### src/rtl/dac_stream_player_if.sv
// FIFO read port and DAC bus of the stream player.
// master: the player (issues reads, drives the DAC); slave: FIFO/DAC side.
interface dac_stream_player_if;
  logic [15:0] fifo_q;
  logic        fifo_empty;
  logic        fifo_rdreq;
  logic [13:0] dac_d;
  logic        dac_strobe;

  modport master (
    input  fifo_q,
    input  fifo_empty,
    output fifo_rdreq,
    output dac_d,
    output dac_strobe
  );

  modport slave (
    output fifo_q,
    output fifo_empty,
    input  fifo_rdreq,
    input  dac_d,
    input  dac_strobe
  );
endinterface

### src/rtl/dac_stream_player.sv
// Paces 14-bit samples from a non-show-ahead FIFO to a DAC at a programmable
// rate. A one-word buffer is prefetched so FIFO read latency is hidden; bit 15
// of a word marks the last sample of a stream.
module dac_stream_player #(
  parameter int unsigned DIV_W     = 16,
  parameter logic [13:0] IDLE_CODE = 14'h2000
) (
  input  logic                 sys_clk,
  input  logic                 rst,
  input  logic                 start,
  input  logic                 stop,
  input  logic [DIV_W-1:0]     rate_div,
  dac_stream_player_if.master  bus,
  output logic                 busy,
  output logic                 done,
  output logic                 underrun,
  output logic [23:0]          sample_cnt
);

  typedef enum logic [1:0] {
    S_IDLE,
    S_PRIME,
    S_RUN
  } state_t;

  state_t           state_q;
  state_t           state_d;
  logic [DIV_W-1:0] per_q;
  logic [DIV_W-1:0] cnt_q;
  logic [13:0]      buf_q;
  logic             buf_last_q;
  logic             valid_q;
  logic             pend_q;
  logic             emit_last_q;
  logic             tick;
  logic             consume;
  logic             rd;

  assign busy           = (state_q != S_IDLE);
  assign bus.fifo_rdreq = rd;

  // State register.
  always_ff @(posedge sys_clk) begin
    if (rst) begin
      state_q <= S_IDLE;
    end else begin
      state_q <= state_d;
    end
  end

  // Sample tick, refill request and next-state decode.
  always_comb begin
    tick    = 1'b0;
    consume = 1'b0;
    rd      = 1'b0;
    state_d = state_q;

    tick    = (state_q == S_RUN) && (cnt_q == '0);
    consume = tick && valid_q;
    // Never fetch beyond a buffered last-flagged word.
    rd      = (state_q != S_IDLE) && !pend_q && !bus.fifo_empty &&
              (!valid_q || consume) && !(valid_q && buf_last_q);

    unique case (state_q)
      S_IDLE:  if (start) state_d = S_PRIME;
      S_PRIME: if (pend_q) state_d = S_RUN;
      S_RUN:   if (consume && buf_last_q) state_d = S_IDLE;
      default: state_d = S_IDLE;
    endcase

    if (stop) state_d = S_IDLE;
  end

  // Datapath: buffer, divider, DAC output and status.
  always_ff @(posedge sys_clk) begin
    if (rst) begin
      per_q       <= DIV_W'(1);
      cnt_q       <= '0;
      buf_q       <= '0;
      buf_last_q  <= 1'b0;
      valid_q     <= 1'b0;
      pend_q      <= 1'b0;
      emit_last_q <= 1'b0;
      bus.dac_d      <= IDLE_CODE;
      bus.dac_strobe <= 1'b0;
      done        <= 1'b0;
      underrun    <= 1'b0;
      sample_cnt  <= '0;
    end else begin
      bus.dac_strobe <= 1'b0;
      emit_last_q    <= 1'b0;
      // done trails the final strobe by one cycle; a stop in between cancels it.
      done           <= emit_last_q && !stop;

      if (stop) begin
        bus.dac_d <= IDLE_CODE;
        valid_q   <= 1'b0;
        pend_q    <= 1'b0;
        cnt_q     <= '0;
      end else begin
        // rd is never raised while a read is pending, so pend simply follows rd.
        pend_q <= rd;

        if (pend_q) begin
          buf_q      <= bus.fifo_q[13:0];
          buf_last_q <= bus.fifo_q[15];
          valid_q    <= 1'b1;
        end else if (consume) begin
          valid_q <= 1'b0;
        end

        unique case (state_q)
          S_IDLE: begin
            if (start) begin
              per_q      <= (rate_div == '0) ? DIV_W'(1) : rate_div;
              underrun   <= 1'b0;
              sample_cnt <= '0;
            end
          end
          S_PRIME: begin
            cnt_q <= '0;
          end
          S_RUN: begin
            if (tick) begin
              cnt_q <= per_q;
            end else begin
              cnt_q <= cnt_q - DIV_W'(1);
            end
            if (consume) begin
              bus.dac_d      <= buf_q;
              bus.dac_strobe <= 1'b1;
              emit_last_q    <= buf_last_q;
              sample_cnt     <= sample_cnt + 24'd1;
            end else if (tick) begin
              underrun <= 1'b1;
            end
          end
          default: ;
        endcase
      end
    end
  end

endmodule

### src/flat_wrapper.sv
// flat-port wrapper written by rule: the top's interface ports become plain ports
module dac_stream_player_flat 
#(
  parameter int unsigned DIV_W     = 16,
  parameter logic [13:0] IDLE_CODE = 14'h2000
)
  (sys_clk, rst, start, stop, rate_div, busy, done, underrun, sample_cnt, bus_fifo_q, bus_fifo_empty, bus_fifo_rdreq, bus_dac_d, bus_dac_strobe);
  dac_stream_player_if bus_i ();
  input  logic sys_clk;
  input  logic rst;
  input  logic start;
  input  logic stop;
  input  logic [DIV_W-1:0] rate_div;
  output logic busy;
  output logic done;
  output logic underrun;
  output logic [23:0] sample_cnt;
  input wire logic [$bits(bus_i.fifo_q)-1:0] bus_fifo_q;
  input wire logic [$bits(bus_i.fifo_empty)-1:0] bus_fifo_empty;
  output wire logic [$bits(bus_i.fifo_rdreq)-1:0] bus_fifo_rdreq;
  output wire logic [$bits(bus_i.dac_d)-1:0] bus_dac_d;
  output wire logic [$bits(bus_i.dac_strobe)-1:0] bus_dac_strobe;
  assign bus_i.fifo_q = bus_fifo_q;
  assign bus_i.fifo_empty = bus_fifo_empty;
  assign bus_fifo_rdreq = bus_i.fifo_rdreq;
  assign bus_dac_d = bus_i.dac_d;
  assign bus_dac_strobe = bus_i.dac_strobe;
  dac_stream_player #(.DIV_W(DIV_W), .IDLE_CODE(IDLE_CODE)) u_core (.sys_clk(sys_clk), .rst(rst), .start(start), .stop(stop), .rate_div(rate_div), .bus(bus_i), .busy(busy), .done(done), .underrun(underrun), .sample_cnt(sample_cnt));
endmodule
### config.mk
export PLATFORM = sky130hd
export DESIGN_NAME = dac_stream_player_flat
export DESIGN_NICKNAME = d
export VERILOG_FILES = /design/src/rtl/dac_stream_player_if.sv /design/src/rtl/dac_stream_player.sv /design/src/flat_wrapper.sv
export SDC_FILE = /design/constraint.sdc
export NUM_CORES = 1
export LEC_CHECK = 0
export ABC_AREA = 1
export BUFFER_PORTS_ARGS = -buffer_cell sky130_fd_sc_hd__buf_2
export CORE_AREA = 2 2 99 101
export DETAILED_ROUTE_END_ITERATION = 8
export DIE_AREA = 0 0 101 103
export PLACE_DENSITY = 0.77
export SYNTH_ARGS = -nofsm -noshare
export SYNTH_HDL_FRONTEND = slang
export SYNTH_SLANG_ARGS = --single-unit
### constraint.sdc
create_clock -name sys_clk -period 1.5 [get_ports sys_clk]
set_input_delay 0.15 -clock sys_clk [delete_from_list [all_inputs] [get_ports sys_clk]]
set_output_delay 0.15 -clock sys_clk [all_outputs]
set_load 0.02 [all_outputs]
==> run summary <==
Netlist cell types: 30
Worst r2r src: u_core.cnt_q[0]
Asr flop ratio synth: 0
Post-DR wirelength/cell: 15.8 microns
Final Slew Violations: 0
WHS Path Cells: 3
Core area: 0.00946 sq mm
Largest stage delay on the critical path: 0.34 ns
Worst skew pair latency: 0.39 ns
R2R Setup Slk: -0.34 ns
Drt total wl: 15.9 mm
Wl on met1: 5.92 mm
Cell count after synthesis: 707
Largest net degree at the start of global routing: 33
Die W: 101 microns
Hold Worst Slack: -0.00396 ns
Filler cells: 673
Max Buffers Root-to-Sink: 2
Die Footprint: 0.0104 sq mm
Initial DRC count: 366
Synthesized cell area: 0.00469 sq mm
Antenna Violating Nets Remaining: 0
Status: complete, but fails checks
Period utilisation layout: 1.28
Layout cells sized above 1: 0.372
Placed Instances: 949
Hold Path Class: in2reg
# DRC: 0
Syn Area/Cell: 6.64 sq um
Peak VDD IR: 0.716 mV
Port bufs: 78
Layout Cells excl Fill: 1006
Post-DP HPWL: 8.98 mm
Synth Flop Type: dfxtp_1
Setup TNS: -11.87 ns
# nets final: 931
R2R depth: 14
Crit path required time: 1.35 ns
Max cap viols: 0
Via count: 5583
Critical path cell sequence: nor2_2 -> nand2_2 -> nor2_4 -> nand2_4 -> nor2_4 -> inv_2 -> nand2_2 -> inv_2 -> nor3_4 -> buf_6
Setup violations, final: 60
Vias per cell: 5.55
Synth warn: 0
Area grow syn2layout: 48.6%
Post-synth EDFFs: 0
Starting Density: 0.496
Worst EP arrival: 1.77 ns
CP delay by family, top: simple AND/OR/NAND/NOR gates
Count of final hold-check violations: 1
Hold endpoint: u_core.buf_q[9]
FP Rows: 36
First-pass GRT wire length: 21.9 mm
Num Clock Sinks: 93
Clk slew on worst S/H paths: 0.12 ns
Lkg Pwr: 0.00314 uW
CTS Buf Count: 9
Critical path endpoint category: primary output
Crit path max fanout: 3
Detailed Routing Iterations Pass 1: 5
H-tree levels: 3
Setup ws final: -0.420 ns
Most common cell after layout, fill and taps aside: nor2_1
CP Class: reg2out
RSZ-0062 raised after global routing: yes
N_diodes: 0
Failing checks: hold timing, setup timing
Register bit total from synthesis: 93
Overflow after GRT: 0
Die height: 103 microns
Cell area power density: 855 mW/mm^2
Worst setup SP type: register
Critical path's slowest cell: dfxtp_2
Routability Congestion: 0.919
Initial antenna violation count: 0
Cell area after layout: 0.00697 sq mm
R2R Path End: u_core.cnt_q[7]
CTS tree: done
Final min period: 1.92 ns
Post-synthesis sequential area ratio: 0.397
Critical path depth in cells: 10
Critical path buffers and inverters: 3
Actual slew at the worst max-slew pin: 0.627 ns
Root Buffer: clkbuf_8
Clock Skew: 0.0238 ns
Total track usage: 0.263
Post-DP Area: 0.00575 sq mm
Top layer in use: met4
Tot Pwr: 5960 uW
Worst hold start: bus_fifo_q[9]
# IOs: 80
Met2 wire len: 8.24 mm
Most frequent cells in the layout: nor2_1, nand2_1, dfxtp_1
Post-Syn Nets: 751
Peak Freq: 0.521 GHz
Vias in the first global route: 4906
Metal3 WL: 1.18 mm
Slew headroom: 0.581
## sequential cells by signal, summed over array words and instances, names as in the netlist
signal / count
u_core.per_q: 16
u_core.done: 1
u_core.sample_cnt: 24
u_core.pend_q: 1
u_core.buf_last_q: 1
u_core.valid_q: 1
u_core.emit_last_q: 1
u_core.underrun: 1
u_core.buf_q: 14
u_core.cnt_q: 16
u_core.bus.dac_strobe: 1
u_core.state_q: 2
u_core.bus.dac_d: 14
## worst max-delay path by stage
stage	slack (ns)	to	startpoint
detailed placement	-0.13	bus_fifo_rdreq	u_core.cnt_q[0]
global placement	-0.08	bus_fifo_rdreq	u_core.cnt_q[1]
floorplan	-0.05	bus_fifo_rdreq	u_core.cnt_q[0]
CTS	-0.34	bus_fifo_rdreq	u_core.cnt_q[0]
finish	-0.42	bus_fifo_rdreq	u_core.cnt_q[6]
global route	-0.49	bus_fifo_rdreq	u_core.cnt_q[8]
## cell type report
type / count / area, sq um / area share
clock buffer: 9 / 124 / 0.0178
clock inverter: 7 / 68.8 / 0.00987
inverter: 90 / 364 / 0.0522
multi-input combinational: 501 / 2920 / 0.419
sequential: 93 / 1880 / 0.269
tap: 114 / 143 / 0.0205
timing repair buffer: 191 / 1470 / 0.210
timing repair inverter: 1 / 11.3 / 0.00161
## cells by family (layout without fill, tap and decap cells)
| group | count (synthesis) | in the layout | synth area share |
|---|---|---|---|
| simple gates | 347 | 349 | 0.315 |
| compound gates | 132 | 132 | 0.147 |
| buf+inv | 115 | 298 | 0.0989 |
| flops | 93 | 93 | 0.397 |
| xor+xnor | 13 | 13 | 0.0243 |
| fa+ha+maj | 7 | 7 | 0.0187 |
## synthesized netlist by cell type (5+ instances only)
cell | number | share of area
nand4_1 | 12 | 0.016
xor2_1 | 10 | 0.019
a21oi_1 | 59 | 0.063
clkbuf_1 | 14 | 0.011
nor3_1 | 11 | 0.012
o21ai_0 | 65 | 0.069
ha_1 | 7 | 0.019
inv_1 | 87 | 0.070
nand3_1 | 44 | 0.047
buf_2 | 5 | 0.0053
nor2_1 | 129 | 0.10
dfxtp_1 | 93 | 0.40
nand2_2 | 5 | 0.0067
nand2_1 | 134 | 0.11
nor2_2 | 6 | 0.0080
## tightest hold or removal path, cell delays in order
cell	delay, ns
buf_2	0.08
nor2_1	0.04
nor2_1	0.09
## routing by layer
metal	global-route usage	vias to the layer above
li1	-	2635
met1	0.310	2575
met2	0.475	309
met3	0.0529	64
met4	0.0967	0
met5	0	-
## per-stage QoR
step	utilization	hold WS (ns)	setup slack, ns
after floorplan	-	0.277	-0.0525
after global placement	0.608	0.373	-0.0842
after detailed placement	0.608	0.379	-0.126
after CTS	0.679	0.000269	-0.339
after global routing	0.737	-0.00899	-0.487
final	0.737	-0.00396	-0.420
## power by group
part           switching, uW  internal [uW]  total [uW]
registers               58.2           2540        2600
logic                    934            738        1670
clock network           1050            640        1690
## what timing repair did
action	CTS	global route
endpoints found under the hold margin	10	0
hold buffers	10	0
setup buffers	15	15
cloned	4	3
gates resized for setup	73	115
setup endpoints to repair	48	77
pin swaps	30	37
Note: power is estimated with default switching activity, not from simulation.
